### src/rtl/alu_result_buffer_if.sv
// Bus bundle for alu_result_buffer: unit results and flags, FIFO head
// handshake, status and error bits.
// When ALU_RESBUF_PARITY_EN is defined the bundle also carries res_parity.
interface alu_result_buffer_if #(
  parameter int WIDTH = 16,
  parameter int DEPTH = 4
);
  localparam int PTR_W = $clog2(DEPTH);

  logic [2*WIDTH-1:0] arith_out;
  logic               arith_flag;
  logic [2*WIDTH-1:0] logic_out;
  logic               logic_flag;
  logic [2*WIDTH-1:0] cmp_out;
  logic               cmp_flag;
  logic [2*WIDTH-1:0] shift_out;
  logic               shift_flag;
  logic [2*WIDTH-1:0] res_data;
  logic [1:0]         res_tag;
  logic               res_valid;
  logic               res_ready;
  logic [PTR_W:0]     fifo_count;
  logic               overflow_err;
  logic               collision_err;
  logic               clr_err;
`ifdef ALU_RESBUF_PARITY_EN
  logic               res_parity;

  modport master (
    output arith_out, arith_flag, logic_out, logic_flag,
    output cmp_out, cmp_flag, shift_out, shift_flag,
    output res_ready, clr_err,
    input  res_data, res_tag, res_valid, fifo_count,
    input  overflow_err, collision_err, res_parity
  );

  modport slave (
    input  arith_out, arith_flag, logic_out, logic_flag,
    input  cmp_out, cmp_flag, shift_out, shift_flag,
    input  res_ready, clr_err,
    output res_data, res_tag, res_valid, fifo_count,
    output overflow_err, collision_err, res_parity
  );
`else
  modport master (
    output arith_out, arith_flag, logic_out, logic_flag,
    output cmp_out, cmp_flag, shift_out, shift_flag,
    output res_ready, clr_err,
    input  res_data, res_tag, res_valid, fifo_count,
    input  overflow_err, collision_err
  );

  modport slave (
    input  arith_out, arith_flag, logic_out, logic_flag,
    input  cmp_out, cmp_flag, shift_out, shift_flag,
    input  res_ready, clr_err,
    output res_data, res_tag, res_valid, fifo_count,
    output overflow_err, collision_err
  );
`endif
endinterface

### src/rtl/alu_result_buffer.sv
// alu_result_buffer: aligns each ALU unit's early done flag with its
// registered result, tags the highest-priority result with its source unit
// and queues it in a DEPTH-entry FIFO drained over valid/ready.
// Optional feature macro: ALU_RESBUF_PARITY_EN (per-entry parity, res_parity).
module alu_result_buffer #(
  parameter int WIDTH = 16,
  parameter int DEPTH = 4
) (
  input logic             clk,
  input logic             rest,
  alu_result_buffer_if.slave bus
);
  localparam int PTR_W = $clog2(DEPTH);
  localparam int DW    = 2 * WIDTH;
  localparam logic [PTR_W:0] FULL_CNT = (PTR_W+1)'(DEPTH);

  // Flag vector order is {arith, logic, cmp, shift}; arith has top priority.
  function automatic logic [1:0] pick_tag(input logic [3:0] f);
    if (f[3])      return 2'b00;
    else if (f[2]) return 2'b01;
    else if (f[1]) return 2'b10;
    else           return 2'b11;
  endfunction

  function automatic logic multi_hot(input logic [3:0] f);
    return (f & (f - 4'd1)) != 4'd0;
  endfunction

  logic [3:0]       flag_p1;
  logic             vld_p1;
  logic [1:0]       tag_p1;
  logic [DW-1:0]    data_p1;

  logic [DW-1:0]    data_mem [DEPTH];
  logic [1:0]       tag_mem  [DEPTH];
`ifdef ALU_RESBUF_PARITY_EN
  logic             par_mem  [DEPTH];
`endif
  logic [PTR_W-1:0] wr_ptr;
  logic [PTR_W-1:0] rd_ptr;
  logic [PTR_W:0]   count;
  logic             ovf_err;
  logic             col_err;

  logic             empty;
  logic             full;
  logic             pop;
  logic             accept;
  logic             drop;
  logic             collide;

  // Select the winning result and derive push/pop/drop decisions.
  always_comb begin
    vld_p1  = |flag_p1;
    tag_p1  = pick_tag(flag_p1);
    collide = multi_hot(flag_p1);
    case (tag_p1)
      2'b00:   data_p1 = bus.arith_out;
      2'b01:   data_p1 = bus.logic_out;
      2'b10:   data_p1 = bus.cmp_out;
      default: data_p1 = bus.shift_out;
    endcase
    empty  = (count == '0);
    full   = (count == FULL_CNT);
    pop    = !empty && bus.res_ready;
    accept = vld_p1 && (!full || pop);
    drop   = vld_p1 && full && !pop;
  end

  // Stage p0 -> p1: delay the combinational flags to line up with *_out.
  always_ff @(posedge clk) begin
    if (!rest) flag_p1 <= '0;
    else       flag_p1 <= {bus.arith_flag, bus.logic_flag, bus.cmp_flag, bus.shift_flag};
  end

  // Stage p1 -> FIFO: entry storage; stale contents are masked by count.
  always_ff @(posedge clk) begin
    if (accept) begin
      data_mem[wr_ptr] <= data_p1;
      tag_mem[wr_ptr]  <= tag_p1;
`ifdef ALU_RESBUF_PARITY_EN
      par_mem[wr_ptr]  <= ^data_p1;
`endif
    end
  end

  // FIFO pointers and occupancy; pointers wrap naturally at DEPTH (power of two).
  always_ff @(posedge clk) begin
    if (!rest) begin
      wr_ptr <= '0;
      rd_ptr <= '0;
      count  <= '0;
    end else begin
      if (accept) wr_ptr <= wr_ptr + PTR_W'(1);
      if (pop)    rd_ptr <= rd_ptr + PTR_W'(1);
      case ({accept, pop})
        2'b10:   count <= count + (PTR_W+1)'(1);
        2'b01:   count <= count - (PTR_W+1)'(1);
        default: count <= count;
      endcase
    end
  end

  // Sticky errors: a new event in the same cycle as clr_err keeps the bit set.
  always_ff @(posedge clk) begin
    if (!rest) begin
      ovf_err <= 1'b0;
      col_err <= 1'b0;
    end else begin
      ovf_err <= drop    || (ovf_err && !bus.clr_err);
      col_err <= collide || (col_err && !bus.clr_err);
    end
  end

  assign bus.res_valid     = !empty;
  assign bus.res_data      = empty ? '0 : data_mem[rd_ptr];
  assign bus.res_tag       = empty ? 2'b00 : tag_mem[rd_ptr];
  assign bus.fifo_count    = count;
  assign bus.overflow_err  = ovf_err;
  assign bus.collision_err = col_err;
`ifdef ALU_RESBUF_PARITY_EN
  assign bus.res_parity    = empty ? 1'b0 : par_mem[rd_ptr];
`endif
endmodule
### src/flat_wrapper.sv
// flat-port wrapper written by rule: the top's interface ports become plain ports
module alu_result_buffer_flat 
#(
  parameter int WIDTH = 16,
  parameter int DEPTH = 4
)
  (clk, rest, bus_arith_out, bus_arith_flag, bus_logic_out, bus_logic_flag, bus_cmp_out, bus_cmp_flag, bus_shift_out, bus_shift_flag, bus_res_ready, bus_clr_err, bus_res_data, bus_res_tag, bus_res_valid, bus_fifo_count, bus_overflow_err, bus_collision_err);
  alu_result_buffer_if #(.WIDTH(WIDTH), .DEPTH(DEPTH)) bus_i ();
  input logic clk;
  input logic rest;
  input wire logic [$bits(bus_i.arith_out)-1:0] bus_arith_out;
  input wire logic [$bits(bus_i.arith_flag)-1:0] bus_arith_flag;
  input wire logic [$bits(bus_i.logic_out)-1:0] bus_logic_out;
  input wire logic [$bits(bus_i.logic_flag)-1:0] bus_logic_flag;
  input wire logic [$bits(bus_i.cmp_out)-1:0] bus_cmp_out;
  input wire logic [$bits(bus_i.cmp_flag)-1:0] bus_cmp_flag;
  input wire logic [$bits(bus_i.shift_out)-1:0] bus_shift_out;
  input wire logic [$bits(bus_i.shift_flag)-1:0] bus_shift_flag;
  input wire logic [$bits(bus_i.res_ready)-1:0] bus_res_ready;
  input wire logic [$bits(bus_i.clr_err)-1:0] bus_clr_err;
  output wire logic [$bits(bus_i.res_data)-1:0] bus_res_data;
  output wire logic [$bits(bus_i.res_tag)-1:0] bus_res_tag;
  output wire logic [$bits(bus_i.res_valid)-1:0] bus_res_valid;
  output wire logic [$bits(bus_i.fifo_count)-1:0] bus_fifo_count;
  output wire logic [$bits(bus_i.overflow_err)-1:0] bus_overflow_err;
  output wire logic [$bits(bus_i.collision_err)-1:0] bus_collision_err;
  assign bus_i.arith_out = bus_arith_out;
  assign bus_i.arith_flag = bus_arith_flag;
  assign bus_i.logic_out = bus_logic_out;
  assign bus_i.logic_flag = bus_logic_flag;
  assign bus_i.cmp_out = bus_cmp_out;
  assign bus_i.cmp_flag = bus_cmp_flag;
  assign bus_i.shift_out = bus_shift_out;
  assign bus_i.shift_flag = bus_shift_flag;
  assign bus_i.res_ready = bus_res_ready;
  assign bus_i.clr_err = bus_clr_err;
  assign bus_res_data = bus_i.res_data;
  assign bus_res_tag = bus_i.res_tag;
  assign bus_res_valid = bus_i.res_valid;
  assign bus_fifo_count = bus_i.fifo_count;
  assign bus_overflow_err = bus_i.overflow_err;
  assign bus_collision_err = bus_i.collision_err;
  alu_result_buffer #(.WIDTH(WIDTH), .DEPTH(DEPTH)) u_core (.clk(clk), .rest(rest), .bus(bus_i));
endmodule
### config.mk
export PLATFORM = sky130hd
export DESIGN_NAME = alu_result_buffer_flat
export DESIGN_NICKNAME = d
export VERILOG_FILES = /design/src/rtl/alu_result_buffer_if.sv /design/src/rtl/alu_result_buffer.sv /design/src/flat_wrapper.sv
export SDC_FILE = /design/constraint.sdc
export NUM_CORES = 1
export LEC_CHECK = 0
export ABC_AREA = 1
export BUFFER_PORTS_ARGS = -buffer_cell sky130_fd_sc_hd__buf_2
export CORE_UTILIZATION = 41
export CTS_BUF_LIST = sky130_fd_sc_hd__clkbuf_16
export DETAILED_ROUTE_END_ITERATION = 12
export PLACE_DENSITY = 0.68
export SETUP_SLACK_MARGIN = 0.1
export SLEW_MARGIN = 20
export SYNTH_ARGS = -nofsm -noshare
export SYNTH_HDL_FRONTEND = slang
export SYNTH_SLANG_ARGS = --single-unit
### constraint.sdc
create_clock -name clk -period 4.1 [get_ports clk]
set_input_delay 0.615 -clock clk [delete_from_list [all_inputs] [get_ports clk]]
set_output_delay 0.615 -clock clk [all_outputs]
set_load 0.01 [all_outputs]
==> results.md <==
* Data required, critical path at 3.48 ns
* HPWL Detailed at 11650 µm
* Crit path max fanout at 54
* Top cells by area, synth: edfxtp_1 (59%), nor2_1 (8.0%), nand3_1 (4.9%)
* Max-Cap Viols at 0
* Number of global-route vias before repair at around 5700
* Total count of max-transition violations in the final report at 0
* Detailed-route DRC error count at 0
* Antenna diodes at 0
* Height of the chip at 132.1 µm
* Pin count of the biggest net entering global routing at between 60 and 70
* Synthesized cell area at approximately 6900 µm²
* Share of final-layout standard cells stronger than drive strength 1 at approximately 28%
* H-tree levels at 4
* Instance area after placement at roughly 7900 µm²
* Mapped Cells at between 600 and 700
* Setup crit end kind: output port
* Count of cells along the worst register-to-register path at 4
* Port bufs at roughly 180
* Maximum root-to-sink buffer count at 2
* Cell area power density at 550.7 nW/µm²
* Reg-to-reg slack, setup at ~1.5 ns
* Run status: finished, final reports clean
* Finish-stage setup viols at 0
* Detailed Routing Iterations Pass 1 at 7
* Number of DRC violations after detailed-routing iteration 0 at roughly 420
* Initial antenna violation count at 0
* Crit Path Category: reg2out
* Cell type with the highest aggregate area in the netlist: edfxtp_1
* Wire length per cell after detailed routing at between 15 and 20 µm
* Reg2Reg Launch Point: u_core.flag_p1[1]$_SDFF_PN0_
* Total global routing overflow at 0
* Via density per instance at ~5.2
* Yosys cell types at 29
* Number of nets at the end of the flow at 982
* Measured slew at the worst slew-check pin at 1.060 ns
* Maximum VDD drop at 0.4083 mV
* TritonCTS Buffers at 17
* Worst relative slew slack at just under 30%
* Syn Area/Cell at between 10 and 15 µm²
* Leak Pwr at 3.389 nW
* Library cell used as clock root buffer: clkbuf_16
* FF-to-FF End: u_core.data_mem[0][20]$_DFFE_PP_
* Die Area at between 15000 and 20000 µm²
* Gr usage total at about a fifth
* Share of flip-flops with an asynchronous set or reset at 0%
* Most instantiated flip-flop cell in the synthesis netlist: edfxtp_1
* Worst hold path type: in2reg
* Number of flops mapped to enable cells by yosys at roughly 140
* First-pass GRT wire length at 28220 µm
* Share of synthesized area occupied by flip-flops and latches at between 60% and 70%
* Cell with the most instances after synthesis: nor2_1
* End point of the worst hold path: u_core.flag_p1[1]$_SDFF_PN0_
* Top-level I/O count at roughly 180
* Layout Cell Area excl Fill at ~8600 µm²
* CTS resizes at 0
* Clock network latency to the later pin of the worst-skew pair at ~0.42 ns
* Layout Skew at approximately 0.014 ns
* Critical path data arrival time at 2.30 ns
* Clock transition time at the flip-flop clock pins of the worst setup and hold paths at 0.06 ns
* Origin of the worst min-delay path: bus_cmp_flag
* Row count at 47
* Relative area change from synthesis to final layout at 23.28%
* Yosys top cell area share at about three fifths
* Hold-fix buffers at CTS at 0
* TritonCTS clock tree: built
* Unrepaired setup endpoints after global routing: no
* Postcts setup bufs at 0
* Final Cycle Share at between 70% and 80%
* Via count at 5577
* X dimension of the die at between 100 and 150 µm
* Routability congestion estimate from global placement at ~0.76
* Wire length reported by the detailed router at between 15000 and 20000 µm
* Syn. warnings at 0
* Min-Delay Path Depth at 3
* Core Region at ~17000 µm²
* Commonest cells in the netlist: nor2_1 (147), edfxtp_1 (136), nand2_1 (80), nand3_1 (68), o21ai_1 (44)
* Starting utilization of the core area at a little over two fifths
* Critical path launch point type: flop
* Fin. Hold Viols at 0
* Achievable clock frequency at 343.6 MHz
* Register bit count reported by yosys at between 150 and 200
* Remaining antenna violation count after routing at 0
* Clock sink count at 151
* Post-layout min period at ~2.9 ns
* Syn nets at just over 800
* Total Negative Setup Slacks at 0 ns
-- report_power, final --
part	leakage [nW]	switching [mW]	internal [mW]	total [mW]
logic	1.71	0.796	0.378	1.17
registers	1.39	0.0651	1.91	1.97
clock network	0.287	0.605	0.958	1.56
total	3.39	1.47	3.24	4.71
-- critical path, cell delays in order, from the launching register on --
cell and delay [ns]:
dfxtp_2 0.32, inv_2 0.64, buf_4 0.34, o21ai_0 0.11, a21oi_1 0.24, buf_2 0.18
-- area by class of cell --
class,instances,area (µm²)
clock buffer,17,425.4
clock inverter,15,175.2
fill,1478,7971
inverter,27,103.9
multi-input combinational,461,2210
sequential,151,4388
tap,220,275.3
timing repair buffer,183,975.9
-- placed cells by master (no fill, tap or decap), drive strengths merged --
cell type	netlist	final
nand4	32	32
clkbuf	14	17
o21ai	71	71
nand2	85	85
edfxtp	136	136
inv	27	33
fa	1	1
nor2	153	153
nand3	71	71
bufinv	0	3
clkinv	0	2
dfxtp	15	15
buf	32	183
a21oi	42	42
a21boi	1	1
a31oi	1	1
ha	4	4
clkinvlp	0	4
-- metrics by stage --
stage | cells | util [%] | hold WS, ns | setup slack [ns] | total power [mW]
after CTS | 1072 | 51.43 | 0.3684 | 1.174 | 4.729
after detailed placement | 1040 | 47.79 | 0.4520 | 1.407 | 3.178
after global routing | 1074 | 51.76 | 0.3708 | 1.050 | 4.929
after global placement | 1040 | 47.79 | 0.4438 | 1.394 | 3.159
final | 1074 | 51.76 | 0.3750 | 1.189 | 4.710
after floorplan | 685 | - | 0.4329 | 1.332 | 2.730
-- cell families after synthesis --
| kind of cell | share of synthesized area, % |
|---|---|
| flip-flops | 63.19 |
| AND/OR/NAND/NOR | 21.89 |
| buffers and inverters | 5.392 |
| AO/OA/AOI/OAI | 8.512 |
| adder cells (fa/ha/maj) | 1.010 |
-- how the worst max path moves through the flow --
stage / slack, ns / endpoint / cells after the start / startpoint
after floorplan: 1.33 / u_core.data_mem[0][0]$_DFFE_PP_ / 4 / bus_res_ready
after global placement: 1.39 / u_core.data_mem[3][20]$_DFFE_PP_ / 4 / u_core.flag_p1[1]$_SDFF_PN0_
after detailed placement: 1.41 / u_core.data_mem[3][18]$_DFFE_PP_ / 4 / u_core.flag_p1[1]$_SDFF_PN0_
after CTS: 1.17 / bus_res_data[22] / 5 / flop
after global routing: 1.05 / bus_res_data[22] / 5 / flop
final: 1.19 / bus_res_data[22] / 5 / flop
-- sequential cells by signal (all words and copies together), names as in the netlist, named ones only --
register                  flops
u_core.data_mem             128
u_core.tag_mem                8
u_core.flag_p1                4
u_core.bus.fifo_count         3
u_core.rd_ptr                 2
u_core.wr_ptr                 2
u_core.bus.collision_err      1
u_core.bus.overflow_err       1
-- routing by layer --
layer,global-route usage (%),vias to the layer above,part of all wire [%]
li1,-,2702,-
met5,0,-,0
met1,26.47,2597,43
met4,8.656,0,1.8
met3,3.922,24,6.4
met2,36.42,254,49
No activity file was read; power rests on OpenSTA's default activity.
